[config.mk]
export PLATFORM = sky130hd
export DESIGN_NAME = snake_controller_gen
export DESIGN_NICKNAME = d
export VERILOG_FILES = /design/src/rtl/snake_pkg.sv /design/src/rtl/led_scan.sv /design/src/rtl/snake_controller_gen.sv
export SDC_FILE = /design/constraint.sdc
export NUM_CORES = 1
export LEC_CHECK = 0
export BUFFER_PORTS_ARGS = -buffer_cell sky130_fd_sc_hd__clkbuf_2
export CORE_UTILIZATION = 51
export DETAILED_ROUTE_END_ITERATION = 10
export GPL_TIMING_DRIVEN = 0
export PLACE_DENSITY = 0.81
export SKIP_CTS_REPAIR_TIMING = 1
export SLEW_MARGIN = 20
export SYNTH_ARGS = -nofsm -noshare
export SYNTH_HDL_FRONTEND = slang
export SYNTH_HIERARCHICAL = 1
export SYNTH_SLANG_ARGS = --single-unit
[constraint.sdc]
create_clock -name clka -period 3.6 [get_ports clka]
set_input_delay 0.18 -clock clka [delete_from_list [all_inputs] [get_ports clka]]
set_output_delay 0.18 -clock clka [all_outputs]
set_load 0.02 [all_outputs]
[src/rtl/snake_pkg.sv]
// rtl/snake_pkg.sv - shared codes and helpers for the snake controller
// Purpose: state encodings for the game, direction, execution and to_logic
//   buses, plus helpers for validating and decoding button presses.
// Ports: none (package).
package snake_pkg;

  typedef enum logic [1:0] {
    G_IDLE  = 2'b00,
    G_PLAY  = 2'b01,
    G_PAUSE = 2'b10,
    G_OVER  = 2'b11
  } game_e;

  // Encoding chosen so opposite directions differ only in bit 0.
  typedef enum logic [1:0] {
    D_UP    = 2'b00,
    D_DOWN  = 2'b01,
    D_LEFT  = 2'b10,
    D_RIGHT = 2'b11
  } dir_e;

  typedef enum logic [1:0] {
    EX_CHECK   = 2'b00,
    EX_INPUT   = 2'b01,
    EX_WAIT    = 2'b10,
    EX_DISPLAY = 2'b11
  } exec_e;

  typedef enum logic [1:0] {
    TL_NONE = 2'b00,
    TL_STEP = 2'b01,
    TL_INIT = 2'b10
  } to_logic_e;

  localparam logic [1:0] FL_DONE = 2'b01;
  localparam logic [1:0] FL_OVER = 2'b11;

  function automatic logic is_reverse(input logic [1:0] a, input logic [1:0] b);
    return (a[1] == b[1]) && (a[0] != b[0]);
  endfunction

  function automatic logic press_valid(input logic [3:0] v);
    return $onehot(v);
  endfunction

  function automatic dir_e press_dir(input logic [3:0] v);
    case (v)
      4'b0010: return D_DOWN;
      4'b0100: return D_LEFT;
      4'b1000: return D_RIGHT;
      default: return D_UP;
    endcase
  endfunction

endpackage

[src/rtl/led_scan.sv]
// rtl/led_scan.sv - row-multiplexed LED matrix scanner
// Purpose: on start_i, lights rows 0..ROWS-1 in turn for DWELL clocks each,
//   repeating FRAMES times, then pulses done_o on the final scan clock.
// Ports:
//   clk_i, rst_ni      clock, synchronous active-low reset
//   start_i            begin a scan sequence (one-clock pulse)
//   led_i              pixel (r,c) = bit r*COLS+c
//   done_o             high during the last clock of the sequence
//   row_cathode_o      active-low one-cold row select, all 1 when idle
//   column_anode_o     column data for the lit row, 0 when idle
module led_scan #(
  parameter int ROWS   = 8,
  parameter int COLS   = 8,
  parameter int DWELL  = 1,
  parameter int FRAMES = 2
) (
  input  logic                   clk_i,
  input  logic                   rst_ni,
  input  logic                   start_i,
  input  logic [ROWS*COLS-1:0]   led_i,
  output logic                   done_o,
  output logic [ROWS-1:0]        row_cathode_o,
  output logic [COLS-1:0]        column_anode_o
);

  localparam int RW = $clog2(ROWS + 1);
  localparam int DW = $clog2(DWELL + 1);
  localparam int FW = $clog2(FRAMES + 1);

  logic            active_q, active_d;
  logic [RW-1:0]   row_q, row_d;
  logic [DW-1:0]   dwell_q, dwell_d;
  logic [FW-1:0]   frame_q, frame_d;
  logic [ROWS-1:0] cath_q, cath_d;
  logic [COLS-1:0] anode_q, anode_d;
  logic            last_dwell, last_row, last_frame;

  assign last_dwell = (dwell_q == DW'(DWELL - 1));
  assign last_row   = (row_q == RW'(ROWS - 1));
  assign last_frame = (frame_q == FW'(FRAMES - 1));
  assign done_o     = active_q & last_dwell & last_row & last_frame;

  always_comb begin
    active_d = active_q;
    row_d    = row_q;
    dwell_d  = dwell_q;
    frame_d  = frame_q;
    if (start_i) begin
      active_d = 1'b1;
      row_d    = '0;
      dwell_d  = '0;
      frame_d  = '0;
    end else if (active_q) begin
      if (done_o) begin
        active_d = 1'b0;
        row_d    = '0;
        dwell_d  = '0;
        frame_d  = '0;
      end else if (!last_dwell) begin
        dwell_d = dwell_q + DW'(1);
      end else begin
        dwell_d = '0;
        if (!last_row) begin
          row_d = row_q + RW'(1);
        end else begin
          row_d   = '0;
          frame_d = frame_q + FW'(1);
        end
      end
    end
    // Pins are registered from the next-state row so they line up with the
    // clock in which that row is the active one.
    cath_d  = '1;
    anode_d = '0;
    for (int r = 0; r < ROWS; r++) begin
      if (active_d && (row_d == RW'(r))) begin
        cath_d[r] = 1'b0;
        anode_d   = led_i[r*COLS +: COLS];
      end
    end
  end

  always_ff @(posedge clk_i) begin
    if (!rst_ni) begin
      active_q <= 1'b0;
      row_q    <= '0;
      dwell_q  <= '0;
      frame_q  <= '0;
      cath_q   <= '1;
      anode_q  <= '0;
    end else begin
      active_q <= active_d;
      row_q    <= row_d;
      dwell_q  <= dwell_d;
      frame_q  <= frame_d;
      cath_q   <= cath_d;
      anode_q  <= anode_d;
    end
  end

  assign row_cathode_o  = cath_q;
  assign column_anode_o = anode_q;

endmodule

[src/rtl/snake_controller_gen.sv]
// rtl/snake_controller_gen.sv - parametrised snake-game controller top
// Purpose: game FSM, direction FSM, execution sequencer with logic timeout,
//   pause edge detection and the LED matrix scanner.
// Ports:
//   clka, restart_n     clock, synchronous active-low reset
//   direction_in[3:0]   button levels UP/DOWN/LEFT/RIGHT
//   pause_in            pause button level (rising edge used)
//   from_logic[1:0]     datapath response (01 done, 11 done+over)
//   led_array_flat      matrix pixels, (r,c) = bit r*COLS+c
//   game_state, direction_state, execution_state, to_logic   state/command
//   row_cathode, column_anode   matrix pins
//   logic_timeout       sticky hung-datapath flag
module snake_controller_gen
  import snake_pkg::*;
#(
  parameter int ROWS          = 8,
  parameter int COLS          = 8,
  parameter int DWELL         = 1,
  parameter int FRAMES        = 2,
  parameter int LOGIC_TIMEOUT = 255
) (
  input  logic                 clka,
  input  logic                 restart_n,
  input  logic [3:0]           direction_in,
  input  logic                 pause_in,
  input  logic [1:0]           from_logic,
  input  logic [ROWS*COLS-1:0] led_array_flat,
  output logic [1:0]           game_state,
  output logic [1:0]           direction_state,
  output logic [1:0]           execution_state,
  output logic [1:0]           to_logic,
  output logic [ROWS-1:0]      row_cathode,
  output logic [COLS-1:0]      column_anode,
  output logic                 logic_timeout
);

  localparam int TW = $clog2(LOGIC_TIMEOUT + 1);

  game_e     game_q, game_d;
  dir_e      dir_q, dir_d, committed_q, committed_d;
  exec_e     exec_q, exec_d;
  to_logic_e tl_q, tl_d;
  logic      pend_q, pend_d, pause_prev_q;
  logic      tmo_q, tmo_d;
  logic [TW-1:0] cnt_q, cnt_d;
  logic      scan_start, scan_done, press_ok, pause_rise;
  dir_e      press;

  assign press_ok   = press_valid(direction_in);
  assign press      = press_dir(direction_in);
  assign pause_rise = pause_in & ~pause_prev_q;
  assign scan_start = (exec_d == EX_DISPLAY) && (exec_q != EX_DISPLAY);

  always_comb begin
    game_d      = game_q;
    dir_d       = dir_q;
    committed_d = committed_q;
    exec_d      = exec_q;
    tl_d        = TL_NONE;
    pend_d      = pend_q | pause_rise;
    tmo_d       = tmo_q;
    cnt_d       = cnt_q;

    case (exec_q)
      EX_CHECK: exec_d = (game_q == G_PLAY) ? EX_INPUT : EX_DISPLAY;
      EX_INPUT: begin
        committed_d = dir_q;
        cnt_d       = '0;
        exec_d      = EX_WAIT;
      end
      EX_WAIT: begin
        // A response in the same clock as the timeout takes priority.
        if (from_logic == FL_DONE) begin
          exec_d = EX_DISPLAY;
        end else if (from_logic == FL_OVER) begin
          game_d = G_OVER;
          exec_d = EX_DISPLAY;
        end else if (cnt_q == TW'(LOGIC_TIMEOUT - 1)) begin
          tmo_d  = 1'b1;
          game_d = G_OVER;
          exec_d = EX_DISPLAY;
        end else begin
          cnt_d = cnt_q + TW'(1);
        end
      end
      EX_DISPLAY: begin
        if (scan_done) begin
          exec_d = EX_CHECK;
          // Pending pause is folded in on entry to CHECK so the CHECK clock
          // already sees, and reports, the resulting game state.
          if (pend_q) begin
            pend_d = pause_rise;
            case (game_q)
              G_PLAY:  game_d = G_PAUSE;
              G_PAUSE: game_d = G_PLAY;
              G_OVER: begin
                game_d = G_IDLE;
                tmo_d  = 1'b0;
              end
              default: ;
            endcase
          end
        end
      end
      default: exec_d = EX_CHECK;
    endcase

    if (press_ok) begin
      if (game_d == G_IDLE) begin
        game_d = G_PLAY;
        dir_d  = press;
      end else if ((game_d == G_PLAY) && !is_reverse(press, committed_q)) begin
        dir_d = press;
      end
    end

    if (exec_d == EX_INPUT) begin
      tl_d = TL_STEP;
    end else if ((exec_d == EX_CHECK) && (game_d == G_IDLE)) begin
      tl_d = TL_INIT;
    end
  end

  always_ff @(posedge clka) begin
    if (!restart_n) begin
      game_q       <= G_IDLE;
      dir_q        <= D_UP;
      committed_q  <= D_UP;
      exec_q       <= EX_CHECK;
      tl_q         <= TL_NONE;
      pend_q       <= 1'b0;
      pause_prev_q <= 1'b0;
      tmo_q        <= 1'b0;
      cnt_q        <= '0;
    end else begin
      game_q       <= game_d;
      dir_q        <= dir_d;
      committed_q  <= committed_d;
      exec_q       <= exec_d;
      tl_q         <= tl_d;
      pend_q       <= pend_d;
      pause_prev_q <= pause_in;
      tmo_q        <= tmo_d;
      cnt_q        <= cnt_d;
    end
  end

  led_scan #(
    .ROWS  (ROWS),
    .COLS  (COLS),
    .DWELL (DWELL),
    .FRAMES(FRAMES)
  ) u_scan (
    .clk_i         (clka),
    .rst_ni        (restart_n),
    .start_i       (scan_start),
    .led_i         (led_array_flat),
    .done_o        (scan_done),
    .row_cathode_o (row_cathode),
    .column_anode_o(column_anode)
  );

  assign game_state      = game_q;
  assign direction_state = dir_q;
  assign execution_state = exec_q;
  assign to_logic        = tl_q;
  assign logic_timeout   = tmo_q;

endmodule

After elaboration in Yosys (flattened, before gate mapping)
Cells that the tools add are included.
{"block": "totals", "elab_cells": 158, "ff_bits": 45, "output_inout_bits": 25}
{"block": "classes", "n_mux": 63, "n_reduce_logical": 28, "add_sub_neg": 7, "n_eq_ne": 36, "n_bitwise": 8}
{"cell": "$mux W8", "n": 11}
{"cell": "$mux W2", "n": 18}
{"cell": "$eq A4 B3 Y1 const B", "n": 6}
{"cell": "$mux W1", "n": 23}
{"cell": "$mux W4", "n": 5}
{"cell": "$ne A2 B2 Y1 const B", "n": 9}
{"cell": "$pmux W8 S2", "n": 1}
{"cell": "$eq A2 B1 Y1 const B", "n": 6}
{"cell": "$eq A2 B2 Y1 const B", "n": 6}
{"cell": "$eq A4 B2 Y1 const B", "n": 3}
{"cell": "$logic_and A1 B1 Y1", "n": 12}
{"cell": "$pmux W2 S3", "n": 2}
{"cell": "$add A8 B1 Y8 const B", "n": 1}
{"cell": "$eq A8 B8 Y1 const B", "n": 1}
{"cell": "$logic_not A2 Y1", "n": 4}
{"cell": "$pmux W2 S4", "n": 1}
{"cell": "$reduce_bool A2 Y1", "n": 4}
{"cell": "$reduce_and A7 Y1", "n": 1}
{"cell": "$add A1 B1 Y2", "n": 2}
{"cell": "$add A4 B1 Y4 const B", "n": 1}
{"cell": "$and A1 B1 Y1", "n": 4}
{"cell": "$eq A4 B1 Y1 const B", "n": 1}
{"cell": "$eq A4 B4 Y1 const B", "n": 1}
{"cell": "$logic_not A4 Y1", "n": 1}
{"cell": "15 further kinds", "n": 18}

Logic depth before layout (Yosys ltp)
Gate-level depths: netlist (run 1).
{"block": "depth", "word_depth": 19, "depth_mapped": 12, "mapped_depth_nobuf": 10}

Hierarchy
Netlist (run 1), hierarchy kept.
{"module": "led_scan", "seq_area_each_um2": 460.4, "area_per_inst_um2": 1720.4, "cells_per_inst": 201, "instances": 1}
{"module": "snake_controller_gen", "seq_area_each_um2": 420.4, "area_per_inst_um2": 1186.1, "cells_per_inst": 137, "instances": 1}

Least setup slack after synthesis (run 1)
No wires, ideal clock.
{"block": "synth_timing", "path_type": "register -> register", "start": "register cnt_q[0]", "end": "register u_scan.anode_q[1] (netlist: u_scan/column_anode_o[1])", "setup_time_ps": 127, "arrival_time_ps": 2514, "path_slack_ps": 960, "stages_incl_launch_ff": 13, "required_ps": 3473, "synth_period_minus_slack_ps": 2640, "cell_sequence": "dfxtp_1 inv_1 ha_1 and3_4 a2111oi_4 nor3_1 nor2b_1 and3_1 buf_2 and3_1 buf_2 a221o_1 o211ai_1"}
{"block": "synth_via", "elab_chain_cells": 18, "word_cells_on_any_way": 33}
{"element": "from (decl)", "line": "snake_controller_gen.sv:45", "source": "logic [TW-1:0] cnt_q, cnt_d;"}
{"element": "from (signal assigned)", "line": "snake_controller_gen.sv:144", "source": "cnt_q <= cnt_d;"}
{"element": "$eq A8 B8 Y1 *", "line": "snake_controller_gen.sv:78", "source": "end else if (cnt_q == TW'(LOGIC_TIMEOUT - 1)) begin"}
{"element": "$mux W2 *", "line": "snake_controller_gen.sv:78"}
{"element": "$mux W2 *", "line": "snake_controller_gen.sv:75", "source": "end else if (from_logic == FL_OVER) begin"}
{"element": "$mux W2 *", "line": "snake_controller_gen.sv:73", "source": "if (from_logic == FL_DONE) begin"}
{"element": "$pmux W2 S4 *", "line": "snake_controller_gen.sv:64", "source": "case (exec_q)"}
{"element": "$eq A2 B2 Y1 *", "line": "snake_controller_gen.sv:52", "source": "assign scan_start = (exec_d == EX_DISPLAY) && (exec_q != EX_DISPLAY);"}
{"element": "$logic_and A1 B1 Y1 *", "line": "snake_controller_gen.sv:52"}
{"element": "via scan_start", "line": "snake_controller_gen.sv:46", "source": "logic scan_start, scan_done, press_ok, pause_rise;"}
{"element": "$mux W4", "line": "led_scan.sv:48", "source": "if (start_i) begin"}
{"element": "$logic_not A4 Y1", "line": "led_scan.sv:76", "source": "if (active_d && (row_d == RW'(r))) begin"}
{"element": "$logic_and A1 B1 Y1", "line": "led_scan.sv:76"}
{"element": "$mux W8 (7 in a row)", "line": "led_scan.sv:76"}
{"element": "$mux W8 *", "line": "led_scan.sv:76"}
{"element": "to (signal assigned)", "line": "led_scan.sv:97", "source": "anode_q <= anode_d;"}
{"element": "to (decl)", "line": "led_scan.sv:35", "source": "logic [COLS-1:0] anode_q, anode_d;"}
Mark *: on every way through the listed nets, which the timed path passes. The rest lies on a longest branch.
A chain may end at the register's enable or synchronous reset.

Worst setup path after layout (run 1)
{"block": "layout_timing", "start": "register cnt_q[0]", "end": "register u_scan.anode_q[7] (netlist: u_scan/column_anode_o[7])"}
Same word-level chain as after synthesis.

==> key figures, run 1 <==
Worst setup path
  • Worst path max stage delay: 0.59 ns
  • Cell-by-cell trace of the critical path: inv_1, ha_1, and3_4, a2111oi_4, nor3_1, nand2b_1, a21oi_1, nand4_1, o2111a_1, o32ai_1
  • FF-to-FF setup slack: 0.29 ns
  • Crit end category: flop
  • Startpoint class of the critical path: flop
  • CP Data Required Time: 3.80 ns
  • Arrival time of data at the critical path endpoint: 3.51 ns
  • Highest net fanout along the worst path: 9
  • R2R cell count: 10
  • Reg2reg end: u_scan/column_anode_o[7]
  • RR Startpoint: cnt_q[0]
  • Crit path kind: reg -> reg
  • Master of the slowest instance on the critical path: sky130_fd_sc_hd__a2111oi_4

Synthesis
  • Post-Synthesis Cell Area: 2910 sq um
  • Number of warnings printed during yosys synthesis: 6
  • Post-Synthesis Cells: 338
  • Post-Syn Nets: 419
  • Synthesis-stage register bit count: 44
  • Top FF cell, synth: sky130_fd_sc_hd__dfxtp_1
  • Cell variety after synth: 68
  • Average size of a mapped cell: 8.60 sq um
  • Async set-reset flop share out of synthesis: 0%
  • Number of synthesized flops with an enable pin: 0
  • Sequential-to-total area share from yosys stat: 30.3%

Placement
  • Worst-case setup slack after placement: 0.379 ns
  • Post-detailed-placement half-perimeter wirelength: 6030 um
  • IO Port Bufs: 96
  • Placed cell area: 3480 sq um
  • Number of cells after detailed placement: 506
  • Weighted congestion reported at the end of routability-driven placement: 0.845

Worst hold path
  • Worst Hold Path Cells: 3
  • Hold worst-path end: u_scan/column_anode_o[6]
  • Tightest Hold Check Type: in -> reg
  • Startpoint of the lowest-slack hold path: led_array_flat[62]

Power and ir drop
  • Worst-case vdd ir drop: 0.000184 V
  • Pwr Density: 341 nW/um^2
  • Leakage power of the design: 1.59 nW

Global route
  • Largest net degree at the start of global routing: 14
  • Overflow after GRT: 0
  • Number of global-route vias before repair: 2822
  • Antenna violations before repair: 0
  • First-pass GRT wire length: 12800 um
  • All-layer global routing usage: 26.7%

Layout
  • Antenna diodes: 0
  • Share of layout cells above drive strength 1: 31.9%
  • Layout fillers: 491
  • Nets: 522
  • Synthesis-to-finish area growth: 23.3%
  • Post-route cell area: 3580 sq um
  • Cell Count, Final, Fillers Out: 514

Timing
  • Rel. slew slack: 55.9%
  • Final clock period utilization by the worst path: 91.9%
  • Count of endpoints failing hold in the final timing report: 0
  • Setup repair after global routing missed its margin: false
  • Worst hold-check slack: 0.0972 ns
  • Post-route minimum period: 3.31 ns
  • Final setup violation count: 0
  • Worst-case clock skew: 0.00787 ns
  • Maximum clock rate: 0.302 GHz
  • Final worst setup slack: 0.291 ns
  • Final slew viol count: 0
  • Worst-margin pin slew: 0.657 ns
  • Setup TNS Final: 0 ns

Flow run
  • Max-cap violations: 0

Floorplanning
  • Area of the core region: 5510 sq um
  • Initial core utilization: 52.8%
  • Die span in y: 77.5 um
  • Width of the die: 77.5 um
  • Num ports: 98
  • Standard-cell row count: 27
  • Die ar.: 6000 sq um

Status
  • Status: completed

Detailed routing
  • Number of vias after detailed routing: 3026
  • Drt first pass iters: 4
  • Routed WL: 7730 um
  • Final routed wire length divided by cell count: 15.0 um
  • Count of nets left with antenna violations after detail routing: 0
  • DRC violation count after routing: 0
  • Routed via count divided by cell count: 5.89
  • DRC marker count from the first detailed-route iteration: 158

Clock network
  • Total number of H-tree levels: 2
  • TritonCTS Buffers: 5
  • CTS sink cnt: 44
  • CTS Buffer Depth: 2
  • Clock insertion delay at the later pin of the skew report: 0.29 ns
  • Post-CTS clock slew at the launch and capture registers of the worst setup and hold paths: 0.08 ns
  • TritonCTS clock tree: built
  • CTS Root Buffer Type: sky130_fd_sc_hd__clkbuf_8
-- cell usage in the layout, fill, tap and decap left out, drive strengths merged, types with 4 or more instances in the layout --
cell / n
o31ai: 4
xnor2: 5
o2111a: 4
buf: 15
a32oi: 5
clkbuf: 106
mux2i: 6
and3: 11
mux2: 7
xor2: 8
nand3: 7
ha: 7
and2: 6
nand2b: 6
nand2: 33
a221oi: 8
o21ai: 15
nor2: 25
or3: 4
a21oi: 9
a21o: 4
dfxtp: 44
nor2b: 10
inv: 18
nand4: 16
-- cell families (layout without fill, tap and decap cells) --
group | after synthesis | count (layout) | share of synthesized area [%]
adders and majority gates | 9 | 9 | 4.05
muxes | 13 | 13 | 4.78
and+or+nand+nor | 138 | 138 | 27.0
DFF | 44 | 44 | 30.3
buffers and inverters | 37 | 141 | 6.46
xor gates and xnor gates | 13 | 13 | 4.43
AOI/OAI and AO/OA | 84 | 84 | 22.9
-- flip-flops by register name, indices dropped and copies added (netlist names), 2 cells and up --
signal / count
cnt_q: 8
u_scan/column_anode_o: 8
u_scan/row_cathode_o: 8
u_scan/row_q: 4
committed_q: 2
direction_state: 2
execution_state: 2
game_state: 2
to_logic: 2
u_scan/frame_q: 2
-- power by group --
part / internal, mW / total (mW) / switching (mW)
sequential: 0.511 / 0.527 / 0.0158
combinational: 0.134 / 0.324 / 0.189
clock: 0.206 / 0.372 / 0.166
-- worst max path at each step --
stage                         from  slack [ns]                  endpoint
final                     cnt_q[0]        0.29  u_scan/column_anode_o[7]
after global routing      cnt_q[0]     0.00002  u_scan/column_anode_o[4]
after CTS                 cnt_q[0]        0.35  u_scan/column_anode_o[4]
after detailed placement  cnt_q[0]        0.38  u_scan/column_anode_o[4]
after global placement    cnt_q[0]        0.46  u_scan/column_anode_o[2]
after floorplan           cnt_q[0]        0.96  u_scan/column_anode_o[1]
-- worst max-delay path, delay by kind of cell, from the launching register on --
kind,cells,cell delay [ns]
compound gates,4,1.60
simple gates,4,0.93
flops,1,0.40
fa+ha+maj,1,0.20
buf+inv,1,0.08
-- metrics by stage --
stage / power (mW) / utilization, %
4_1_cts: 1.23 / 65.1
6_report: 1.22 / 65.1
3_3_place_gp: 0.848 / 63.1
3_5_place_dp: 0.857 / 63.1
2_1_floorplan: 0.745 / -
5_1_grt: 1.28 / 65.1
-- area by class of cell --
| class | instances | area, sq um | share of cell area [%] |
|---|---|---|---|
| clock inverters | 2 | 35.0 | 0.977 |
| flip-flops and latches | 44 | 881 | 24.6 |
| clock buffers | 6 | 72.6 | 2.02 |
| repair buffers | 96 | 480 | 13.4 |
| plain buffers | 19 | 120 | 3.35 |
| multi-input cells | 257 | 1840 | 51.3 |
| well taps | 72 | 90.1 | 2.51 |
| inverters | 18 | 67.6 | 1.88 |
-- metal layers --
layer	share of wire [%]	vias to the layer above	track usage, %
li1	-	1470	-
met1	43	1390	34.2
met2	48	146	44.2
met3	7.1	20	4.82
met4	2.1	0	10.9
met5	0	-	0
-- synth_stat cells, types with 6 or more instances --
master	n	area share [%]
sky130_fd_sc_hd__nand4_1	14	3.0
sky130_fd_sc_hd__dfxtp_1	44	30
sky130_fd_sc_hd__mux2i_1	6	2.1
sky130_fd_sc_hd__a21oi_1	9	1.5
sky130_fd_sc_hd__inv_1	18	2.3
sky130_fd_sc_hd__and3_1	10	2.2
sky130_fd_sc_hd__mux2_2	7	2.7
sky130_fd_sc_hd__nand3_1	6	1.0
sky130_fd_sc_hd__xor2_1	7	2.1
sky130_fd_sc_hd__ha_1	7	3.0
sky130_fd_sc_hd__nor2b_1	10	2.2
sky130_fd_sc_hd__nand2_1	33	4.3
sky130_fd_sc_hd__nand2b_1	6	1.3
sky130_fd_sc_hd__a221oi_1	8	2.4
sky130_fd_sc_hd__o21ai_0	13	2.2
sky130_fd_sc_hd__nor2_1	25	3.2
sky130_fd_sc_hd__buf_2	9	1.5
Power figures use the tool's default switching activity.
==> run 2: changes to the inputs <==
- PLACE_DENSITY: 0.81 -> 0.84
==> key figures, run 2 (same netlist as run 1, synthesis figures left out) <==
Clock network
  • CTS Buffer Depth: 2 (unchanged)
  • Post-CTS clock slew at the launch and capture registers of the worst setup and hold paths: 0.08 ns (about the same)
  • CTS sink cnt: 44 (unchanged)
  • TritonCTS Buffers: 5 (unchanged)
  • Total number of H-tree levels: 2 (unchanged)
  • CTS Root Buffer Type: sky130_fd_sc_hd__clkbuf_8 (unchanged)
  • Clock insertion delay at the later pin of the skew report: 0.30 ns (was 0.29 ns)
  • TritonCTS clock tree: built (unchanged)

Detailed routing
  • Routed WL: 7660 um (was 7730 um)
  • Count of nets left with antenna violations after detail routing: 0 (unchanged)
  • Final routed wire length divided by cell count: 14.9 um (was 15.0 um)
  • DRC marker count from the first detailed-route iteration: 250 (was 158)
  • DRC violation count after routing: 0 (unchanged)
  • Routed via count divided by cell count: 5.73 (was 5.89)
  • Drt first pass iters: 4 (unchanged)
  • Number of vias after detailed routing: 2939 (was 3026)

Timing
  • Count of endpoints failing hold in the final timing report: 0 (unchanged)
  • Post-route minimum period: 3.26 ns (was 3.31 ns)
  • Setup TNS Final: 0 ns (unchanged)
  • Final setup violation count: 0 (unchanged)
  • Rel. slew slack: 54.8% (was 55.9%)
  • Worst-case clock skew: 0.00917 ns (was 0.00787 ns)
  • Worst hold-check slack: 0.113 ns (was 0.0972 ns)
  • Setup repair after global routing missed its margin: false (unchanged)
  • Worst-margin pin slew: 0.673 ns (was 0.657 ns)
  • Maximum clock rate: 0.307 GHz (was 0.302 GHz)
  • Final slew viol count: 0 (unchanged)
  • Final clock period utilization by the worst path: 90.5% (was 91.9%)

Global route
  • Number of global-route vias before repair: 2856 (was 2822)
  • Antenna violations before repair: 0 (unchanged)
  • Largest net degree at the start of global routing: 14 (unchanged)
  • First-pass GRT wire length: 12900 um (was 12800 um)
  • Overflow after GRT: 0 (unchanged)
  • All-layer global routing usage: 26.7% (about the same)

Flow run
  • Max-cap violations: 0 (unchanged)

Layout
  • Finished Core Util: 65.5% (was 65.1%)
  • Nets: 522 (unchanged)
  • Antenna diodes: 0 (unchanged)
  • Leading cell type in the layout, fill and taps excluded: sky130_fd_sc_hd__clkbuf_2 (unchanged)
  • Commonest cells after routing, fill and taps aside: sky130_fd_sc_hd__clkbuf_2, sky130_fd_sc_hd__dfxtp_1, sky130_fd_sc_hd__nand2_1 (unchanged)
  • Share of layout cells above drive strength 1: 32.0% (was 31.9%)
  • Layout fillers: 470 (was 491)
  • Synthesis-to-finish area growth: 24.1% (was 23.3%)

Worst hold path
  • Startpoint of the lowest-slack hold path: led_array_flat[57] (was led_array_flat[62])
  • Hold worst-path end: u_scan/column_anode_o[1] (was u_scan/column_anode_o[6])
  • Tightest Hold Check Type: in -> reg (unchanged)
  • Worst Hold Path Cells: 3 (unchanged)

Worst setup path
  • Arrival time of data at the critical path endpoint: 3.47 ns (was 3.51 ns)
  • Crit end category: flop (unchanged)
  • R2R cell count: 10 (unchanged)
  • RR Startpoint: cnt_q[0] (unchanged)
  • Startpoint class of the critical path: flop (unchanged)
  • CP Data Required Time: 3.82 ns (was 3.80 ns)
  • Highest net fanout along the worst path: 9 (unchanged)
  • Reg2reg end: u_scan/column_anode_o[0] (was u_scan/column_anode_o[7])
  • Crit path kind: reg -> reg (unchanged)
  • FF-to-FF setup slack: 0.34 ns (was 0.29 ns)

Floorplanning
  • Die ar.: 6000 sq um (unchanged)
  • Area of the core region: 5510 sq um (unchanged)
  • Num ports: 98 (unchanged)
  • Width of the die: 77.5 um (unchanged)
  • Initial core utilization: 52.8% (unchanged)
  • Standard-cell row count: 27 (unchanged)
  • Die span in y: 77.5 um (unchanged)

Placement
  • IO Port Bufs: 96 (unchanged)
  • Weighted congestion reported at the end of routability-driven placement: 0.862 (was 0.845)
  • Post-detailed-placement half-perimeter wirelength: 5910 um (was 6030 um)

Power and ir drop
  • Pwr Density: 357 nW/um^2 (was 341 nW/um^2)
  • Leakage power of the design: 1.60 nW (was 1.59 nW)
  • Worst-case vdd ir drop: 0.000182 V (was 0.000184 V)
  • Post-route total power: 1.29 mW (was 1.22 mW)

Status
  • Status: completed (unchanged)
run 2: changes by cell type in the layout (fill, tap and decap cells not counted):
| cell | before | now |
|---|---|---|
| sky130_fd_sc_hd__bufinv_16 | 1 | 2 |
| sky130_fd_sc_hd__clkbuf_1 | 5 | 4 |
| sky130_fd_sc_hd__clkinv_2 | 1 | 0 |
run 2: through the flow:
stage          cell area, sq um  std cells  worst slack, ns
2_1_floorplan              2910        338            0.960
3_3_place_gp               3480        506            0.475
3_5_place_dp               3480        506            0.447
4_1_cts                    3610        513            0.396
5_1_grt                    3610        513           0.0727
6_report                   3610        513            0.342
run 2: worst max-delay path: stages (launching register included):
cell,delay (ns)
sky130_fd_sc_hd__dfxtp_1,0.40
sky130_fd_sc_hd__inv_1,0.08
sky130_fd_sc_hd__ha_1,0.19
sky130_fd_sc_hd__and3_4,0.20
sky130_fd_sc_hd__a2111oi_4,0.58
sky130_fd_sc_hd__nor3_1,0.22
sky130_fd_sc_hd__nor2b_1,0.25
sky130_fd_sc_hd__nand3_1,0.26
sky130_fd_sc_hd__nor3_2,0.59
sky130_fd_sc_hd__a221oi_1,0.20
sky130_fd_sc_hd__a22oi_1,0.20
run 2: where the power goes:
group	switching [mW]	leakage, nW	total, mW	internal, mW
registers	0.0167	0.359	0.528	0.511
logic	0.186	1.17	0.320	0.134
clock network	0.167	0.0642	0.440	0.273
total	0.370	1.60	1.29	0.918
run 2: worst max-delay path by stage:
stage                   from                       end  slack [ns]
floorplan           cnt_q[0]  u_scan/column_anode_o[1]        0.96
global placement    cnt_q[0]  u_scan/column_anode_o[0]        0.48
detailed placement  cnt_q[0]  u_scan/column_anode_o[2]        0.45
CTS                 cnt_q[0]  u_scan/column_anode_o[0]        0.40
global route        cnt_q[0]  u_scan/column_anode_o[0]        0.07
finish              cnt_q[0]  u_scan/column_anode_o[0]        0.34
run 2: area by class of cell:
| cell class | instances | area, sq um | share of cell area (%) |
|---|---|---|---|
| inverter | 18 | 67.6 | 1.87 |
| clock inverter | 2 | 60.1 | 1.67 |
| clock buffer | 5 | 68.8 | 1.91 |
| sequential | 44 | 881 | 24.4 |
| multi-input combinational | 257 | 1840 | 51.0 |
| tap | 72 | 90.1 | 2.50 |
| buffer | 19 | 120 | 3.33 |
| timing repair buffer | 96 | 480 | 13.3 |
run 2: layer usage:
layer	GRT usage (%)	share of wire (%)
met1	33.0	42
met2	46.4	49
met3	4.35	7.5
met4	9.62	1.5
met5	0	0
